[src/rtl/matrix_stream_loader.sv]
// Streams float32 elements into a double-buffered flat matrix bus, optionally
// transposing on load; framing problems raise a sticky error flag.
module matrix_stream_loader #(
   parameter int unsigned ROWS      = 1,
   parameter int unsigned COLS      = 1,
   parameter int unsigned TRANSPOSE = 0
) (
   input  logic                      clk,
   input  logic                      rst,
   input  logic [31:0]               in_data,
   input  logic                      in_valid,
   input  logic                      in_last,
   output logic                      in_ready,
   output logic [32*ROWS*COLS-1:0]   matrix,
   output logic                      out_valid,
   input  logic                      out_ready,
   output logic                      error
);

   localparam int unsigned N  = ROWS * COLS;
   localparam int unsigned IW = (N > 1)    ? $clog2(N)    : 1;
   localparam int unsigned RW = (ROWS > 1) ? $clog2(ROWS) : 1;
   localparam int unsigned CW = (COLS > 1) ? $clog2(COLS) : 1;

   logic [32*N-1:0] bank [2];
   logic [IW-1:0]   idx;
   logic [IW-1:0]   waddr;
   logic [RW-1:0]   row;
   logic [CW-1:0]   col;
   logic            wr_sel;
   logic            rd_sel;
   logic [1:0]      full;
   logic            accept;
   logic            consume;
   logic            last_idx;
   logic            frame_end;

   assign in_ready  = !full[wr_sel];
   assign out_valid = full[rd_sel];
   assign matrix    = bank[rd_sel];

   // row/col track idx so the transposed address needs no divider
   always_comb begin
      accept    = in_valid && in_ready;
      consume   = out_valid && out_ready;
      last_idx  = (idx == IW'(N - 1));
      frame_end = accept && (last_idx || in_last);
      waddr     = (TRANSPOSE != 0) ? IW'(col) * IW'(ROWS) + IW'(row) : idx;
   end

   always_ff @(posedge clk or posedge rst) begin
      if (rst) begin
         bank[0] <= '0;
         bank[1] <= '0;
         idx     <= '0;
         row     <= '0;
         col     <= '0;
         wr_sel  <= 1'b0;
         rd_sel  <= 1'b0;
         full    <= '0;
         error   <= 1'b0;
      end else begin
         if (accept) begin
            bank[wr_sel][32*waddr +: 32] <= in_data;
            if (frame_end) begin
               full[wr_sel] <= 1'b1;
               wr_sel       <= ~wr_sel;
               idx          <= '0;
               row          <= '0;
               col          <= '0;
               // early last or missing last
               if (in_last != last_idx)
                  error <= 1'b1;
            end else begin
               idx <= idx + IW'(1);
               if (col == CW'(COLS - 1)) begin
                  col <= '0;
                  row <= row + RW'(1);
               end else begin
                  col <= col + CW'(1);
               end
            end
         end
         // never the bank being written: that one is not full
         if (consume) begin
            full[rd_sel] <= 1'b0;
            bank[rd_sel] <= '0;
            rd_sel       <= ~rd_sel;
         end
      end
   end

endmodule
[config.mk]
export PLATFORM = sky130hd
export DESIGN_NAME = matrix_stream_loader
export DESIGN_NICKNAME = d
export VERILOG_FILES = /design/src/rtl/matrix_stream_loader.sv
export SDC_FILE = /design/constraint.sdc
export NUM_CORES = 1
export LEC_CHECK = 0
export BUFFER_PORTS_ARGS = -buffer_cell sky130_fd_sc_hd__buf_2
export CAP_MARGIN = 20
export CORE_UTILIZATION = 58
export CTS_CLUSTER_DIAMETER = 50
export CTS_CLUSTER_SIZE = 24
export DETAILED_ROUTE_END_ITERATION = 12
export PLACE_DENSITY = 0.84
export SLEW_MARGIN = 0
export SYNTH_ARGS = -nofsm -noshare
export SYNTH_HDL_FRONTEND = slang
export SYNTH_SLANG_ARGS = --single-unit
export TNS_END_PERCENT = 100
[constraint.sdc]
create_clock -name clk -period 3.4 [get_ports clk]
set_input_delay 0.34 -clock clk [delete_from_list [all_inputs] [get_ports clk]]
set_output_delay 0.34 -clock clk [all_outputs]
set_load 0.02 [all_outputs]
# Word-level counts from Yosys, hierarchy flattened
# Cells that the tools add are included.
# totals
regBits	70
latch_bits	0
ram_bits	0
mem_bits_ro	0
inputBits	37
output_inout_bits	35
wordCells	63
n_memories	0
# op_classes
add_sub_neg	2
mul	0
div_mod_pow	0
order_cmp	8
n_eq_ne	1
n_shift	2
muxes	22
bitwise	10
n_reduce_logical	11
# op_table
op	count
2-to-1 mux 32 bit	5
2-to-1 mux 64 bit	2
AND 64 bit	1
bitwise mux 64 bit	1
demux 32 bit (select 1 bit)	2
inverter 64 bit	1
negation 6 -> 34 bit	1
variable shift 32 x 34 -> 32 bit, first input constant	1
indexed part select 32 x 34 -> 32 bit	1
logical AND 1 bit	7
2-to-1 mux 1 bit	7
2-to-1 mux 2 bit	3
greater-or-equal comparator 2 bit, second input constant	2
less-than comparator 1 x 2 -> 1 bit, second input constant	2
less-than comparator 2 x 1 -> 1 bit, second input constant	2
inverter 1 -> 2 bit	2
inverter 1 bit	3
AND reduction 3 bit	1
AND 2 bit	1
demux 1 bit (select 1 bit)	2
greater-or-equal comparator 1 bit, second input constant	2
inverter 2 bit	1
OR 2 bit	1
AND reduction 2 bit	1
4 further kinds	4

# Depth between registers and ports, before layout
# Gate-level depths: netlist of the first run.
# depth
ltp_word	9
ltp_mapped	6
ltp_nobuf	5

# Worst setup path after synthesis of the first run
# OpenSTA, ideal clock, no wires.
# synth_timing
path_type	reg2reg
startpoint	register wr_sel
endpoint	register bank[32] (netlist bit)
setup_ps	136
t_arrival_ps	1336
t_required_ps	3264
setup_slack_ps	1928
stages_incl_launch_ff	7
n_path_buf	3
path_cell_list	dfrtp_1 > buf_6 > or4b_1 > buf_2 > buf_6 > nand2_2 > a21oi_1
# synth_via
elab_chain_cells	9
word_cells_on_any_way	14
cone_classes	2 x order compare; 7 x mux; 2 x bitwise; 3 x reduce/logical
# synth_rtl
element	line_no	text
start, declared	30	logic wr_sel;
start signal, assigned	67	wr_sel <= ~wr_sel;
inverter 1 -> 2 bit (implied by the code)	64	bank[wr_sel][32*waddr +: 32] <= in_data;
greater-or-equal comparator 2 bit (implied by the code) / less-than comparator 2 x 1 -> 1 bit (equally long branches)	64	
logical AND 1 bit (implied by the code)	64	
2-to-1 mux 32 bit (implied by the code)	64	
demux 32 bit (select 1 bit)	64	
bitwise mux 64 bit	64	
2-to-1 mux 64 bit *	63	if (accept) begin
AND 64 bit (no source line)	n/a	
2-to-1 mux 64 bit *	85	if (consume) begin
end signal, assigned by index	64	
end, declared	25	logic [32*N-1:0] bank [2];
# Mark *: on every way between the ends. The rest lies on a longest branch, timed or not. The select of a mux whose other input is x is not followed.
# A chain may end at the register's enable or synchronous reset.

# Worst setup path after layout of the first run
# layout_timing
startpoint	register rd_sel
endpoint	output port matrix[23]
# layout_via
elab_chain_cells	4
# layout_rtl
element	line_no	text
start, declared	31	logic rd_sel;
start signal, assigned	88	rd_sel <= ~rd_sel;
inverter 1 -> 2 bit (implied by the code)	40	assign matrix = bank[rd_sel];
2-to-1 mux 32 bit (implied by the code) (3 in a row)	40	
end, declared	14	output logic [32*ROWS*COLS-1:0] matrix,
# Every way passes these cells. The select of a mux whose other input is x is not followed.

==> results of run 1 <==
==> path summary, 6_finish.rpt <==
path | startpoint | end | slack (ps) | cells after the start
max in group asynchronous | rst | bank[24] | 2410 | 3
worst max-delay path | rd_sel | matrix[23] | 970 | 3
worst min register to register | error | error | 470 | 1
worst max register to register | rd_sel | rd_sel | 1150 | 4
worst min-delay path | rst | bank[9] | 20 | 2
min in group clk | in_data[21] | bank[21] | 230 | 3
==> report_power, final <==
| part | switching, mW | internal (mW) | total, mW |
|---|---|---|---|
| combinational | 0.858 | 0.601 | 1.46 |
| clock | 0.316 | 0.430 | 0.746 |
| sequential | 0.240 | 1.14 | 1.38 |
| total | 1.41 | 2.17 | 3.58 |
==> cell families (layout without fill, tap and decap cells) <==
kind of cell,after synthesis,after routing
muxes,35,35
buffers and inverters,31,96
and+or+nand+nor,140,140
adders and majority gates,1,1
AOI/OAI and AO/OA,70,70
DFF,70,70
==> registers in the layout, summed over array words and instances (netlist names) <==
name	count
rd_sel	1
full	2
error	1
wr_sel	1
bank	64
idx	1
==> per-layer routing <==
layer / global-route usage / routed length (um)
met5: 0 / 0
met4: 0.113 / 111
met3: 0.0529 / 521
met2: 0.435 / 3540
met1: 0.365 / 3350
==> area by class of cell <==
cell class / count / area [um^2] / area share
Clock buffer: 10 / 138 / 0.0353
Timing Repair Buffer: 77 / 400 / 0.103
Inverter: 3 / 11.3 / 0.00289
Tap cell: 72 / 90.1 / 0.0231
Clock inverter: 6 / 85.1 / 0.0218
Multi-Input combinational cell: 246 / 1430 / 0.365
Sequential cell: 70 / 1750 / 0.449
==> stage by stage <==
step	total power, mW	hold WS (ps)
2_1_floorplan	2.45	471
3_3_place_gp	2.79	373
3_5_place_dp	2.84	387
4_1_cts	3.60	21.6
5_1_grt	3.79	65.9
6_report	3.58	15.9
==> placed cells by master, fill, tap and decap left out <==
| cell | n |
|---|---|
| clkinv_2 | 2 |
| clkbuf_8 | 10 |
| buf_4 | 6 |
| bufinv_16 | 2 |
| nor2b_1 | 2 |
| dfrtp_1 | 70 |
| nor2_1 | 2 |
| o21ai_0 | 1 |
| nand2b_1 | 1 |
| or4b_2 | 1 |
| mux2i_1 | 1 |
| inv_1 | 2 |
| nand2_1 | 99 |
| and3_1 | 2 |
| mux2_2 | 34 |
| and4bb_2 | 1 |
| nand4bb_1 | 1 |
| o21bai_1 | 1 |
| a21oi_1 | 65 |
| buf_2 | 71 |
| o31ai_1 | 1 |
| nor4b_4 | 1 |
| a31o_2 | 1 |
| nand2_2 | 30 |
| clkinvlp_4 | 2 |
| o21ba_2 | 1 |
| ha_1 | 1 |
| inv_2 | 1 |
==> worst register-to-register path: cells and delay by family (launching register included) <==
family | cells | cell delay (ps)
flops | 1 | 770
buf+inv | 2 | 780
simple gates | 1 | 450
compound gates | 1 | 130
==> out/results.ini, run 1 <==
[yosys]
ys.flop_type = dfrtp_1
synth-seq-area-share = 0.526
avgSynthCellArea_um2 = 9.59
syn_inst = 347
synthMuxAreaShare = 0.118
synthArstFlopShare = 1.00
synth.distinct_cells = 25
ys_warn_count = 0
synth_compound_area_frac = 0.109
synth_nets = 385
synth_area_um2 = 3330
synthTopCellsByCount = nand2_1 (99), dfrtp_1 (70), a21oi_1 (65), mux2_2 (34), nand2_2 (30)
synth_top_family_by_area = simple AND/OR/NAND/NOR gates
ys_ff_latch = 70
yosys-top-cells-area = dfrtp_1 (53%), mux2_2 (12%), nand2_1 (11%), a21oi_1 (9.8%), nand2_2 (5.6%)
synth_edf_count = 0
synth-simple-area-share = 0.194
synth_top_area_share = 0.526
synth.most_common_cell = nand2_1
synthAdderAreaFrac = 0.00376
yosysTopAreaCell = dfrtp_1
synth_xor_area_frac = 0

[global_route]
antenna_found_initial = 0
grt_pass1_vias = 2615
grt_max_degree = 50
grt_pass1_wl_um = 12500
track_usage = 0.273
grt.overflow.total = 0

[timing]
fmax_ghz = 0.412
hold_viol_final = 0
slew_viol_final = 0
tightest_slew_ps = 1140
relSlewSlack = 0.242
setup_viol = 0
finalSetupTns_ps = 0
min_period_over_period = 0.714
fin_ws_ps = 972
skew_ps = 5.53
period_needed_ps = 2430
rsz0062_at_grt = false

[setup_path]
crit_type = reg2out
crit_fanout = 20
cp.required_ps = 3060
critical-path-max-stage-delay_ps = 770
crit_chain = buf_4, mux2_2, buf_2
critPathTopFamily = flip-flops
path_buf_inv = 2
critPathCaptureType = output port
critPathArrivalTime_ps = 2090
slowest_stage = dfrtp_1
start_kind = flip-flop

[clock_network]
htreeDepth = 3
clockBufferDepth = 2
root_buffer = clkbuf_8
cts.reportedPaths.clkPinSlew_ps = 80
holdBufCountCts = 0
cts_buffers = 9
cts_tree = yes
cts_setup_buffers = 0
cts_resized = 0
cts_sinks = 70
clkLatencyLatePin_ps = 340

[floorplan]
dieArea_um2 = 6050
coreArea_um2 = 5510
die_w_um = 77.8
start_util = 0.604
core.rowCount = 27
die_h_um = 77.8
pin_count = 72

[detailed_routing]
dr.pass1.iters = 4
wirelength_um = 7520
via_per_inst = 5.41
drtIter0Drc = 220
drtAntennaViolNets = 0
vias = 2619
drc = 0
wl_per_cell_um = 15.5

[cells_and_area]
syn2layout_area_growth_pct = 17.2
final_area_um2 = 3900
fill_cells = 429
drive_gt1_frac = 0.396
fin_cells = 484
fin_util = 0.708
layout.nets = 445
diodes = 0

[outcome]
status = complete, no violations

[placed_design]
portBuffers = 71
place_area_um2 = 3680
place.gp.congestion = 0.771
dp_hpwl_um = 4630
pre_cts_ws_ps = 1200
dp_cells = 468

[worst_hold_path]
min_path_type = in2async

[power]
power_leakage_nw = 1.90
peakVddDrop_v = 0.000473
p_per_area_nw_per_um2 = 918

[flow_run]
maxCapViolCount = 0

Power figures use the tool's default switching activity.
==> inputs of run 2 (changes only) <==
Settings changed: ABC_AREA set to 1, CORE_UTILIZATION 58 to 50, PLACE_DENSITY 0.84 to 0.76.
Clock period 3.4 ns to 1.95 ns, I/O delays scaled along.
==> run 2 against run 1 <==
Against the previous run: clock power up 39%; area after synthesis grew 11%; worst setup slack worse by 830 ps; flip-flop and latch count unchanged; core utilization fell by 11 points; non-clock buffer count rose by 5; sequential power rose by 72%; synthesized cell count grew 51%; hold slack improved by 75 ps; critical path depth rose by 1; highest routed layer unchanged.
==> out/results.ini, run 2 <==
[detailed_routing]
wl_per_cell_um = 11.7  ; was 15.5 um
drtIter0Drc = 136  ; was 220
drc = 0  ; unchanged
via_per_inst = 4.71  ; was 5.41
drtAntennaViolNets = 0  ; unchanged
dr.pass1.iters = 4  ; unchanged
wirelength_um = 8120  ; was 7520 um
vias = 3261  ; was 2619

[clock_network]
holdBufCountCts = 1  ; was 0
cts_tree = yes  ; unchanged
cts_setup_buffers = 0  ; unchanged
cts.reportedPaths.clkPinSlew_ps = 70  ; was 80 ps
clkLatencyLatePin_ps = 350  ; was 340 ps
cts_sinks = 70  ; unchanged
cts_resized = 0  ; unchanged
htreeDepth = 3  ; unchanged
clockBufferDepth = 2  ; unchanged
cts_buffers = 9  ; unchanged
root_buffer = clkbuf_8  ; unchanged

[cells_and_area]
fill_cells = 703  ; was 429
mostFrequentLayoutCells = nand2_1 (160), nor2_1 (131), inv_1 (72)  ; was nand2_1 (99), buf_2 (71), dfrtp_1 (70)
drive_gt1_frac = 0.179  ; was 0.396
largest_register_ffs = 64  ; unchanged
multi_input_area_um2 = 1490  ; was 1430 um^2
top_regs = bank x64, full x2  ; unchanged
diodes = 0  ; unchanged
seq_area_um2 = 1750  ; about the same
syn2layout_area_growth_pct = 16.2  ; was 17.2%
fin_cells = 692  ; was 484
layout_commonest_cell = nand2_1  ; unchanged
top_register = bank  ; unchanged
layout.nets = 627  ; was 445

[outcome]
status = complete, no violations  ; unchanged

[global_route]
antenna_found_initial = 0  ; unchanged
grt_pass1_wl_um = 13500  ; was 12500 um
grt_max_degree = 54  ; was 50
grt_pass1_vias = 3067  ; was 2615
track_usage = 0.229  ; was 0.273
grt.overflow.total = 0  ; unchanged

[floorplan]
pin_count = 72  ; unchanged
die_w_um = 88.1  ; was 77.8 um
start_util = 0.513  ; was 0.604
dieArea_um2 = 7750  ; was 6050 um^2
die_h_um = 88.1  ; was 77.8 um
coreArea_um2 = 7210  ; was 5510 um^2
core.rowCount = 31  ; was 27

[power]
p_clk_frac = 0.148  ; was 0.208
switching_share = 0.462  ; was 0.395
p_sw_mw = 3.23  ; was 1.41 mW
power_leakage_nw = 2.61  ; was 1.90 nW
comb_power_share = 0.512  ; was 0.407
seqPwrFrac = 0.340  ; was 0.384
p_int_mw = 3.76  ; was 2.17 mW
p_per_area_nw_per_um2 = 1620  ; was 918 nW/um^2
peakVddDrop_v = 0.000742  ; was 0.000473 V

[setup_path]
critical-path-max-stage-delay_ps = 420  ; was 770 ps
slowest_stage = buf_4  ; was dfrtp_1
crit_type = reg2out  ; unchanged
cp.required_ps = 1750  ; was 3060 ps
critPathArrivalTime_ps = 1610  ; was 2090 ps
crit_chain = buf_4, nand2_1, o21ai_0, buf_2  ; was buf_4, mux2_2, buf_2
start_kind = flip-flop  ; unchanged
path_buf_inv = 2  ; unchanged
critPathTopFamily = buffers and inverters  ; was flip-flops
crit_fanout = 53  ; was 20
critPathCaptureType = output port  ; unchanged

[yosys]
synth_area_um2 = 3700  ; was 3330 um^2
syn_inst = 523  ; was 347
synthArstFlopShare = 1.00  ; unchanged
yosysTopAreaCell = dfrtp_1  ; unchanged
synth.most_common_cell = nand2_1  ; unchanged
ys.flop_type = dfrtp_1  ; unchanged
synthTopCellsByCount = nand2_1 (160), nor2_1 (131), inv_1 (73), dfrtp_1 (70), o21ai_0 (33)  ; was nand2_1 (99), dfrtp_1 (70), a21oi_1 (65), mux2_2 (34), nand2_2 (30)
synth_top_area_share = 0.473  ; was 0.526
ys_warn_count = 0  ; unchanged
synth_nets = 561  ; was 385
avgSynthCellArea_um2 = 7.08  ; was 9.59 um^2
synth_edf_count = 0  ; unchanged
ys_ff_latch = 70  ; unchanged
synth-seq-area-share = 0.473  ; was 0.526
yosys-top-cells-area = dfrtp_1 (47%), nand2_1 (16%), nor2_1 (13%), inv_1 (7.4%), o21ai_0 (4.5%)  ; was dfrtp_1 (53%), mux2_2 (12%), nand2_1 (11%), a21oi_1 (9.8%), nand2_2 (5.6%)
synth.distinct_cells = 25  ; unchanged

[timing]
slew_viol_final = 0  ; unchanged
period_needed_ps = 1810
setup_viol = 0  ; unchanged
relSlewSlack = 0.685  ; was 0.242
rsz0062_at_grt = false  ; unchanged
min_period_over_period = 0.928
tightest_slew_ps = 473  ; was 1140 ps
fmax_ghz = 0.553
finalSetupTns_ps = 0  ; unchanged
skew_ps = 7.15  ; was 5.53 ps
hold_viol_final = 0  ; unchanged

[placed_design]
dp_hpwl_um = 5480  ; was 4630 um
place.gp.congestion = 0.782  ; was 0.771
portBuffers = 71  ; unchanged
dp_cells = 676  ; was 468

[flow_run]
maxCapViolCount = 0  ; unchanged

[worst_hold_path]
min_path_type = in2reg  ; was in2async

## run 2: cell count changes in the layout (fill, tap and decap cells not counted), sizes merged, moves of 11 or more
cell	previous run	this run
nor2	2	134
inv	3	74
o21ai	1	33
nand4	0	11
mux2	34	0
a21oi	65	2
nand2	129	162
## run 2: metrics by stage
step / power (mW) / area (um^2) / utilization / setup slack (ps) / hold slack [ps]
final: 6.99 / 4300 / 0.596 / 141 / 90.6
after CTS: 7.05 / 4300 / 0.596 / 128 / 83.6
after global placement: 5.84 / 4120 / 0.572 / 336 / 179
after detailed placement: 5.98 / 4120 / 0.572 / 224 / 188
after global routing: 7.62 / 4300 / 0.596 / 16.2 / 99.5
after floorplan: 5.07 / 3710 / - / 517 / 339
## run 2: logic make-up after synthesis
group / share of synthesized area
buffers and inverters: 0.125
xor gates and xnor gates: 0.00237
adders and majority gates: 0.00338
AOI/OAI and AO/OA: 0.0558
DFF: 0.473
and+or+nand+nor: 0.341
## run 2: worst paths after layout
kind	from	cells after the start	slack, ps	endpoint
setup / recovery	rd_sel	4	140	matrix[17]
hold / removal	in_data[13]	3	90	bank[45]
setup reg to reg	wr_sel	7	200	bank[41]
hold reg to reg	error	1	460	error
max in group asynchronous	rst	4	1020	rd_sel
min in group asynchronous	rst	3	360	bank[54]
## run 2: metal layers
layer	GRT usage	vias up	wire, um
met1	0.291	1503	3690
met4	0.0821	0	107
met5	0	-	0
met3	0.0537	11	383
li1	-	1680	-
met2	0.384	67	3940
## run 2: area by class of cell
cell class | instances | area share
clock inverter | 1 | 0.00116
tap | 99 | 0.0288
sequential | 70 | 0.408
timing repair buffer | 82 | 0.111
multi-input combinational | 351 | 0.346
clock buffer | 14 | 0.0378
inverter | 75 | 0.0675
## run 2: worst min-delay path, stage by stage
cell	delay (ps)
buf_2	90
nor2_1	40
nor2_1	80
## run 2: power groups by stage
stage	Combinational, mW	Clock (mW)	Sequential [mW]
floorplan	2.77	0	2.29
global placement	3.47	0	2.37
detailed placement	3.58	0	2.40
CTS	3.61	1.06	2.38
global route	4.06	1.13	2.43
finish	3.58	1.04	2.37
==> inputs of run 3 (changes only) <==
Settings changed: CELL_PAD_IN_SITES_DETAIL_PLACEMENT set to 1, CELL_PAD_IN_SITES_GLOBAL_PLACEMENT set to 2, CORE_UTILIZATION 50 to 27, PLACE_DENSITY 0.76 to unset, PLACE_DENSITY_LB_ADDON set to 0.1.
==> run 3 against run 2 <==
Against the previous run: critical path depth down 1; clock power rose by 78%; clock skew decreased by 3.9 ps; via count grew 0.28%; routed wire length up 23%; non-clock buffer count rose by 3; count of clock-buffer cells in the layout fell by 1; core utilization down 25 points; final area is 6.7% higher; total power grew 13%; fmax increased by 0.63%; critical endpoint is now matrix[21]; highest routed layer unchanged.
==> out/results.ini, run 3 (synthesis gave the netlist of run 2 again) <==
[outcome]
status = complete, no violations  ; unchanged

[cells_and_area]
layout_commonest_cell = nand2_1  ; unchanged
multi_input_area_um2 = 1490  ; unchanged
layout.nets = 630  ; was 627
seq_area_um2 = 1750  ; unchanged
top_register = bank  ; unchanged
top_regs = bank x64, full x2  ; unchanged
largest_register_ffs = 64  ; unchanged
fill_cells = 1668  ; was 703
syn2layout_area_growth_pct = 23.9  ; was 16.2%
drive_gt1_frac = 0.188  ; was 0.179
diodes = 0  ; unchanged
mostFrequentLayoutCells = nand2_1 (160), nor2_1 (131), inv_1 (72)  ; unchanged

[timing]
fin_ws_ps = 152  ; was 141 ps
skew_ps = 3.20  ; was 7.15 ps
hold_viol_final = 0  ; unchanged
relSlewSlack = 0.705  ; was 0.685
slew_viol_final = 0  ; unchanged
fmax_ghz = 0.556  ; was 0.553 GHz
rsz0062_at_grt = false  ; unchanged
finalSetupTns_ps = 0  ; unchanged
period_needed_ps = 1800  ; was 1810 ps
setup_viol = 0  ; unchanged
min_period_over_period = 0.922  ; was 0.928
tightest_slew_ps = 443  ; was 473 ps
worst_hold_slack_ps = 101  ; was 90.6 ps

[floorplan]
dieArea_um2 = 14200  ; was 7750 um^2
core.rowCount = 42  ; was 31
start_util = 0.278  ; was 0.513
pin_count = 72  ; unchanged
coreArea_um2 = 13300  ; was 7210 um^2
die_h_um = 119  ; was 88.1 um
die_w_um = 119  ; was 88.1 um

[setup_path]
crit_fanout = 44  ; was 53
r2r_end = bank[6]  ; was bank[41]
critPathArrivalTime_ps = 1600  ; was 1610 ps
worstRegToRegCells = 8  ; was 7
critical-path-max-stage-delay_ps = 420  ; about the same
critPathCaptureType = output port  ; unchanged
start_kind = flip-flop  ; unchanged
worstReg2RegStart = wr_sel  ; unchanged
crit_chain = buf_4, o21ai_0, buf_2  ; was buf_4, nand2_1, o21ai_0, buf_2
crit_type = reg2out  ; unchanged
ff2ff_setup_slack_ps = 360  ; was 200 ps
cp.required_ps = 1750  ; about the same
slowest_stage = dfrtp_2  ; was buf_4

[power]
peakVddDrop_v = 0.000581  ; was 0.000742 V
p_per_area_nw_per_um2 = 1720  ; was 1620 nW/um^2
total_power_mw = 7.89  ; was 6.99 mW
power_leakage_nw = 2.70  ; was 2.61 nW

[clock_network]
cts_tree = yes  ; unchanged
clkLatencyLatePin_ps = 340  ; was 350 ps
htreeDepth = 3  ; unchanged
cts.reportedPaths.clkPinSlew_ps = 60  ; was 70 ps
cts_sinks = 70  ; unchanged
cts_buffers = 9  ; unchanged
clockBufferDepth = 2  ; unchanged
root_buffer = clkbuf_16  ; was clkbuf_8
cts_resized = 0  ; unchanged

[global_route]
grt_pass1_vias = 3605  ; was 3067
antenna_found_initial = 0  ; unchanged
grt_max_degree = 45  ; was 54
track_usage = 0.161  ; was 0.229
grt.overflow.total = 0  ; unchanged
grt_pass1_wl_um = 17600  ; was 13500 um

[placed_design]
place.gp.congestion = 0.680  ; was 0.782
dp_hpwl_um = 6710  ; was 5480 um
pre_cts_ws_ps = 333  ; was 224 ps
portBuffers = 71  ; unchanged

[worst_hold_path]
worst_hold_path.endpoint = bank[50]  ; was bank[45]
hold_depth = 3  ; unchanged
hold_start = in_data[18]  ; was in_data[13]
min_path_type = in2reg  ; unchanged

[detailed_routing]
drtIter0Drc = 92  ; was 136
wirelength_um = 10000  ; was 8120 um
vias = 3270  ; was 3261
drc = 0  ; unchanged
drtAntennaViolNets = 0  ; unchanged
via_per_inst = 4.23  ; was 4.71
wl_per_cell_um = 12.9  ; was 11.7 um
dr.pass1.iters = 4  ; unchanged

[flow_run]
maxCapViolCount = 0  ; unchanged

-- run 3: changes by cell type in the layout (fill, tap and decap cells not counted) --
cell       before  now
buf_4           7   10
bufinv_16       0    2
clkbuf_1        3    1
clkbuf_16       0    9
clkbuf_8       11    3
-- run 3: how the worst max path moves through the flow --
| stage | startpoint | end | slack, ps | cells after the start |
|---|---|---|---|---|
| after CTS | rd_sel | matrix[21] | 80 | 4 |
| after global placement | wr_sel | bank[9] | 380 | 6 |
| final | rd_sel | matrix[21] | 150 | 3 |
| after floorplan | rd_sel | matrix[29] | 520 | 3 |
| after global routing | rd_sel | matrix[17] | 6 | 4 |
| after detailed placement | wr_sel | bank[7] | 330 | 8 |
-- run 3: worst max-delay path: cells and delay by family, from the launching register on --
kind / cells / cell delay [ps]
buffers and inverters: 2 / 510
DFF: 1 / 420
AOI/OAI and AO/OA: 1 / 330
-- run 3: power by group --
part	total, mW	internal [mW]	leakage (nW)	switching [mW]
combinational	3.67	1.19	1.65	2.48
clock	1.85	1.22	0.166	0.626
sequential	2.37	2.07	0.886	0.305
-- run 3: metal layers --
metal	global-route usage	routed length (um)	up-vias
li1	-	-	1681
met1	0.199	4700	1528
met2	0.266	4730	47
met3	0.0316	354	14
met4	0.0831	220	0
met5	0	0	-
-- run 3: repair_timing --
action                    CTS  global route
buffers inserted            0             0
hold buffers                1             0
hold endpoints to repair    9             0
-- run 3: metrics by stage --
| step | cells | utilization | instance area, um^2 |
|---|---|---|---|
| floorplan | 523 | - | 3710 |
| global placement | 756 | 0.319 | 4240 |
| detailed placement | 756 | 0.319 | 4240 |
| CTS | 773 | 0.345 | 4590 |
| global route | 773 | 0.345 | 4590 |
| finish | 773 | 0.345 | 4590 |
-- run 3: cell type report --
type / instances / area share
repair buffers: 85 / 0.109
clock inverters: 3 / 0.0142
flip-flops and latches: 70 / 0.382
clock buffers: 13 / 0.0589
inverters: 75 / 0.0633
multi-input cells: 351 / 0.325
well taps: 176 / 0.0480
